`src/rtl/ffo_scanner_if.sv`:
```
// Vector-in / position-out handshake bundle for the find-first-one scanner.
// Master is the producer+consumer side, slave is the scanner.
interface ffo_scanner_if #(
    parameter int WIDTH = 16
);
    localparam int POS_W = $clog2(WIDTH + 1);

    logic             in_valid;
    logic             in_ready;
    logic [WIDTH-1:0] in_vec;
    logic             in_dir;
    logic             out_valid;
    logic             out_ready;
    logic [POS_W-1:0] out_pos;
    logic             out_last;

    modport master (
        output in_valid, in_vec, in_dir, out_ready,
        input  in_ready, out_valid, out_pos, out_last
    );

    modport slave (
        input  in_valid, in_vec, in_dir, out_ready,
        output in_ready, out_valid, out_pos, out_last
    );
endinterface

```
`src/rtl/ffo_scanner.sv`:
```
// Emits the 1-based index of every set bit of a vector, MSB- or LSB-first, one per beat.
// First beat one cycle after accept; beats hold under backpressure, next vector accepted on the last beat.
module ffo_scanner #(
    parameter int WIDTH = 16
) (
    input logic           clk,
    input logic           rst_n,
    ffo_scanner_if.slave  bus
);
    localparam int POS_W = $clog2(WIDTH + 1);

    typedef enum logic {IDLE, EMIT} state_t;

    state_t           state, state_nxt;
    logic [WIDTH-1:0] pend, pend_nxt;
    logic             dir, dir_nxt;

    logic [POS_W-1:0] hi_pos, lo_pos, sel_pos;
    logic [WIDTH-1:0] hi_mask, lo_mask, sel_mask;
    logic             at_most_one;
    logic             in_fire, out_fire;

    // Priority encoders in both directions; the last match in each loop wins.
    always_comb begin
        hi_pos  = '0;
        hi_mask = '0;
        for (int i = 0; i < WIDTH; i++) begin
            if (pend[i]) begin
                hi_pos     = POS_W'(i + 1);
                hi_mask    = '0;
                hi_mask[i] = 1'b1;
            end
        end
        lo_pos  = '0;
        lo_mask = '0;
        for (int i = WIDTH - 1; i >= 0; i--) begin
            if (pend[i]) begin
                lo_pos     = POS_W'(i + 1);
                lo_mask    = '0;
                lo_mask[i] = 1'b1;
            end
        end
    end

    assign sel_pos     = dir ? lo_pos  : hi_pos;
    assign sel_mask    = dir ? lo_mask : hi_mask;
    assign at_most_one = (pend & (pend - WIDTH'(1))) == '0;

    assign bus.out_valid = (state == EMIT);
    assign bus.out_pos   = (state == EMIT) ? sel_pos : '0;
    assign bus.out_last  = (state == EMIT) & at_most_one;

    assign out_fire     = bus.out_valid & bus.out_ready;
    assign bus.in_ready = rst_n & ((state == IDLE) | (out_fire & bus.out_last));
    assign in_fire      = bus.in_valid & bus.in_ready;

    always_comb begin
        state_nxt = state;
        pend_nxt  = pend;
        dir_nxt   = dir;
        case (state)
            IDLE: begin
                if (in_fire) begin
                    pend_nxt  = bus.in_vec;
                    dir_nxt   = bus.in_dir;
                    state_nxt = EMIT;
                end
            end
            EMIT: begin
                if (out_fire) begin
                    if (!bus.out_last) begin
                        pend_nxt = pend & ~sel_mask;
                    end else if (in_fire) begin
                        pend_nxt = bus.in_vec;
                        dir_nxt  = bus.in_dir;
                    end else begin
                        pend_nxt  = '0;
                        state_nxt = IDLE;
                    end
                end
            end
            default: state_nxt = IDLE;
        endcase
    end

    always_ff @(posedge clk) begin
        if (!rst_n) begin
            state <= IDLE;
            pend  <= '0;
            dir   <= 1'b0;
        end else begin
            state <= state_nxt;
            pend  <= pend_nxt;
            dir   <= dir_nxt;
        end
    end
endmodule

```
`src/flat_wrapper.sv`:
```
// flat-port wrapper written by rule: the top's interface ports become plain ports
module ffo_scanner_flat 
#(
    parameter int WIDTH = 16
)
  (clk, rst_n, bus_in_valid, bus_in_vec, bus_in_dir, bus_out_ready, bus_in_ready, bus_out_valid, bus_out_pos, bus_out_last);
  ffo_scanner_if #(.WIDTH(WIDTH)) bus_i ();
  input logic clk;
  input logic rst_n;
  input wire logic [$bits(bus_i.in_valid)-1:0] bus_in_valid;
  input wire logic [$bits(bus_i.in_vec)-1:0] bus_in_vec;
  input wire logic [$bits(bus_i.in_dir)-1:0] bus_in_dir;
  input wire logic [$bits(bus_i.out_ready)-1:0] bus_out_ready;
  output wire logic [$bits(bus_i.in_ready)-1:0] bus_in_ready;
  output wire logic [$bits(bus_i.out_valid)-1:0] bus_out_valid;
  output wire logic [$bits(bus_i.out_pos)-1:0] bus_out_pos;
  output wire logic [$bits(bus_i.out_last)-1:0] bus_out_last;
  assign bus_i.in_valid = bus_in_valid;
  assign bus_i.in_vec = bus_in_vec;
  assign bus_i.in_dir = bus_in_dir;
  assign bus_i.out_ready = bus_out_ready;
  assign bus_in_ready = bus_i.in_ready;
  assign bus_out_valid = bus_i.out_valid;
  assign bus_out_pos = bus_i.out_pos;
  assign bus_out_last = bus_i.out_last;
  ffo_scanner #(.WIDTH(WIDTH)) u_core (.clk(clk), .rst_n(rst_n), .bus(bus_i));
endmodule
```
`config.mk`:
```
export PLATFORM = sky130hd
export DESIGN_NAME = ffo_scanner_flat
export DESIGN_NICKNAME = d
export VERILOG_FILES = /design/src/rtl/ffo_scanner_if.sv /design/src/rtl/ffo_scanner.sv /design/src/flat_wrapper.sv
export SDC_FILE = /design/constraint.sdc
export NUM_CORES = 1
export LEC_CHECK = 0
export ABC_AREA = 0
export CORE_UTILIZATION = 47
export DETAILED_ROUTE_END_ITERATION = 16
export PLACE_DENSITY = 0.88
export RECOVER_POWER = 50
export SKIP_CTS_REPAIR_TIMING = 1
export SYNTH_ARGS = -nofsm -noshare
export SYNTH_HDL_FRONTEND = slang
export SYNTH_SLANG_ARGS = --single-unit
```
`constraint.sdc`:
```
create_clock -name clk -period 2.1 [get_ports clk]
set_input_delay 0.21 -clock clk [delete_from_list [all_inputs] [get_ports clk]]
set_output_delay 0.21 -clock clk [all_outputs]
set_load 0.005 [all_outputs]
```
==> results_tabular.tex <==
\begin{tabular}{lr}
\hline
Metric & Value \\
\hline
\multicolumn{2}{l}{\textbf{Yosys}} \\
Yosys warning count & 0 \\
Yosys cell types & 52 \\
Post-synth top cells & dfxtp\_1 (18), nor2\_1 (15), o21ai\_0 (14) \\
Yosys top cell area share & 22.9\% \\
Count of flip-flops with a built-in enable after synthesis & 0 \\
Dominant cell type by area after synthesis & dfxtp\_1 \\
Synthesized area per cell & 7.79 um2 \\
Post-synthesis cell count & 202 \\
Mapped Nets & 223 \\
Synth area leaders & dfxtp\_1 (23\%), a221o\_1 (5.7\%), o21ai\_0 (4.5\%), o31ai\_1 (4.3\%), a22o\_1 (3.9\%) \\
Top\_reg\_cell synth & dfxtp\_1 \\
Post-synthesis sequential element count & 18 \\
Portion of the post-synthesis area used by sequential elements & 22.9\% \\
Fraction of registers with async set or reset after synthesis & 0\% \\
Most instantiated library cell after synthesis & dfxtp\_1 \\
Netlist area before placement & 1570 um2 \\
\multicolumn{2}{l}{\textbf{Timing}} \\
Count of endpoints failing hold in the final timing report & 0 \\
Worst setup margin & -381 ps \\
Final max-slew violation count & 0 \\
Clock tree skew after final layout & 2.71 ps \\
Final Setup Violations & 22 \\
Max\_slew headroom & 59.1\% \\
Least-Margin Pin Slew & 613 ps \\
RSZ-0062 raised after global routing & true \\
Final clock period utilization by the worst path & 118\% \\
Maximum clock frequency & 403 MHz \\
Sum Neg Setup Slack & -6430 ps \\
Clock period minus final worst setup slack & 2480 ps \\
\multicolumn{2}{l}{\textbf{Route}} \\
Via density per instance & 6.57 \\
Remaining antenna violation count & 0 \\
Remaining routing DRC violations & 0 \\
Routed wire length per instance & 19.7 um \\
Top layer reached by signal wires & met4 \\
Total routed wire length on the met1 layer & 2400 um \\
Drt first pass iters & 8 \\
Met2 Wirelength & 2970 um \\
Number of DRC markers after the initial detailed-route iteration & 212 \\
Total via count after detailed routing & 2,096 \\
Met3 routed wirelength & 636 um \\
Final Routed Wirelength & 6290 um \\
\multicolumn{2}{l}{\textbf{Clocking}} \\
Clock Sink Count & 18 \\
Later-pin clock latency in the skew report & 320 ps \\
\# H-tree levels & 1 \\
Cell at the root of the clock tree & clkbuf\_4 \\
Clock buffers created by TritonCTS & 3 \\
Clock Pin Slew Worst Setup and Hold Paths & 120 ps \\
CTS tree & done \\
Clock buffer depth & 2 \\
\multicolumn{2}{l}{\textbf{Global route}} \\
Pin count of the biggest net entering global routing & 16 \\
Wire length of the first global-routing pass & 8600 um \\
Total gr overflow & 0 \\
Number of global-route vias before repair & 1,830 \\
Number of antenna violations at the first check in global routing & 0 \\
GRT Overall Usage & 32.5\% \\
\multicolumn{2}{l}{\textbf{Hold path}} \\
Startpoint of the worst hold path & bus\_in\_dir \\
Hold-critical path depth & 2 \\
Hold endpoint & u\_core.dir \\
Class of the tightest hold or removal check & in -> reg \\
\multicolumn{2}{l}{\textbf{Status}} \\
Status & finished with violations \\
Violations in the final reports & negative setup slack \\
\multicolumn{2}{l}{\textbf{Setup path}} \\
Worst-case reg-to-reg path depth & 10 \\
Data arrival at the endpoint of the critical path & 2270 ps \\
RR Endpoint & u\_core.pend[9] \\
Critical path endpoint category & output port \\
Worst-path maximum fanout & 4 \\
Critical Path Start Type & flop \\
Required time worst endpoint & 1890 ps \\
Minimum setup slack among reg-to-reg paths & -370 ps \\
Crit path kind & reg -> out \\
Startpoint of the worst-slack reg-to-reg timing path & u\_core.pend[3] \\
\multicolumn{2}{l}{\textbf{Placed design}} \\
Half-perimeter wire length after detailed placement & 4130 um \\
Placed standard-cell area & 2240 um2 \\
Final weighted congestion in routability-driven placement & 1.07 \\
Port-buffer cells & 28 \\
Number of instances in the placed design & 312 \\
\multicolumn{2}{l}{\textbf{Die}} \\
Number of I/O pins & 29 \\
Starting Density & 50.7\% \\
Chip Height & 59.8 um \\
Die Wd & 59.8 um \\
Core area & 3100 um2 \\
Standard-cell row count & 20 \\
Die Area & 3580 um2 \\
\multicolumn{2}{l}{\textbf{Layout}} \\
Final \#Nets & 297 \\
Diode insertion count for antenna repair & 0 \\
Core Util, Final & 79.4\% \\
Area of all sequential standard cells & 388 um2 \\
Area growth, synth to finish & 56.6\% \\
Fill cell count & 217 \\
Layout Cells excl Fill & 319 \\
Multi-input logic area & 1170 um2 \\
Fraction of final layout cells sized beyond drive strength 1 & 42.5\% \\
Final design area excluding fillers & 2460 um2 \\
\multicolumn{2}{l}{\textbf{Pwr}} \\
Static leakage & 0.00103 uW \\
Power density relative to cell area & 669 nW/um2 \\
Maximum VDD drop & 0.503 mV \\
Total power consumption of the routed design & 1650 uW \\
\multicolumn{2}{l}{\textbf{Job}} \\
Max-capacitance violation count & 0 \\
\hline
\end{tabular}
==> sequential cells by signal (all words and copies together), names as in the netlist <==
name                  flops
u_core.pend              16
u_core.bus.out_valid      1
u_core.dir                1
==> worst max-delay path by stage <==
stage | cells after the start | to | from | slack, ps
finish | 8 | bus_in_ready | u_core.pend[3] | -380
global route | 10 | u_core.pend[10] | u_core.pend[3] | -480
CTS | 8 | bus_in_ready | u_core.pend[3] | -750
detailed placement | 8 | bus_in_ready | u_core.pend[3] | -380
global placement | 8 | bus_in_ready | u_core.pend[3] | -270
floorplan | 11 | u_core.pend[13] | u_core.pend[1] | -80
==> layer usage <==
layer  global-route usage, %  vias up
met3                    6.71       41
met1                    40.4      970
li1                        -      926
met5                       0        -
met4                    15.3        0
met2                    53.3      159
==> through the flow <==
step	setup WS [ps]	hold WS, ps
2_1_floorplan	-77.6	343
3_3_place_gp	-272	535
3_5_place_dp	-376	558
4_1_cts	-752	490
5_1_grt	-478	487
6_report	-381	488
==> area by class of cell <==
type | instances | share of cell area (%)
multi-input cells | 151 | 47.7
repair buffers | 91 | 31.0
flip-flops and latches | 18 | 15.8
well taps | 44 | 2.24
inverters | 11 | 1.78
clock buffers | 4 | 1.47
==> worst max-delay path: stages, from the launching register on <==
cell and delay [ps]:
dfxtp_4 390, or2_2 360, a2111oi_4 320, o22ai_1 170, nor3_4 240, nand2_2 110
o21ai_4 130, and2_1 130, buf_2 110
==> cell usage in the layout (no fill, tap or decap), drive strengths merged, types with 7 or more instances in the layout <==
| master | netlist | routed |
|---|---|---|
| a21oi | 10 | 10 |
| o31ai | 9 | 9 |
| clkdlybuf4s50 | 0 | 22 |
| a221o | 9 | 9 |
| nand2 | 12 | 12 |
| dfxtp | 18 | 18 |
| nor4 | 10 | 10 |
| nor3 | 11 | 11 |
| a22o | 7 | 7 |
| nor2 | 15 | 15 |
| inv | 11 | 11 |
| buf | 15 | 66 |
| o21ai | 15 | 15 |
==> where the power goes <==
group	switching (uW)	leakage (uW)	internal [uW]
sequential	52.2	0.000154	374
combinational	500	0.000851	480
clock	136	0.0000210	106
==> logic make-up after synthesis <==
family                   synth area share, %
AND/OR/NAND/NOR                         27.1
adder cells (fa/ha/maj)                0.636
flip-flops                              22.9
AO/OA/AOI/OAI                           37.6
buffers and inverters                   11.7
(Power assumes the default switching activity.)
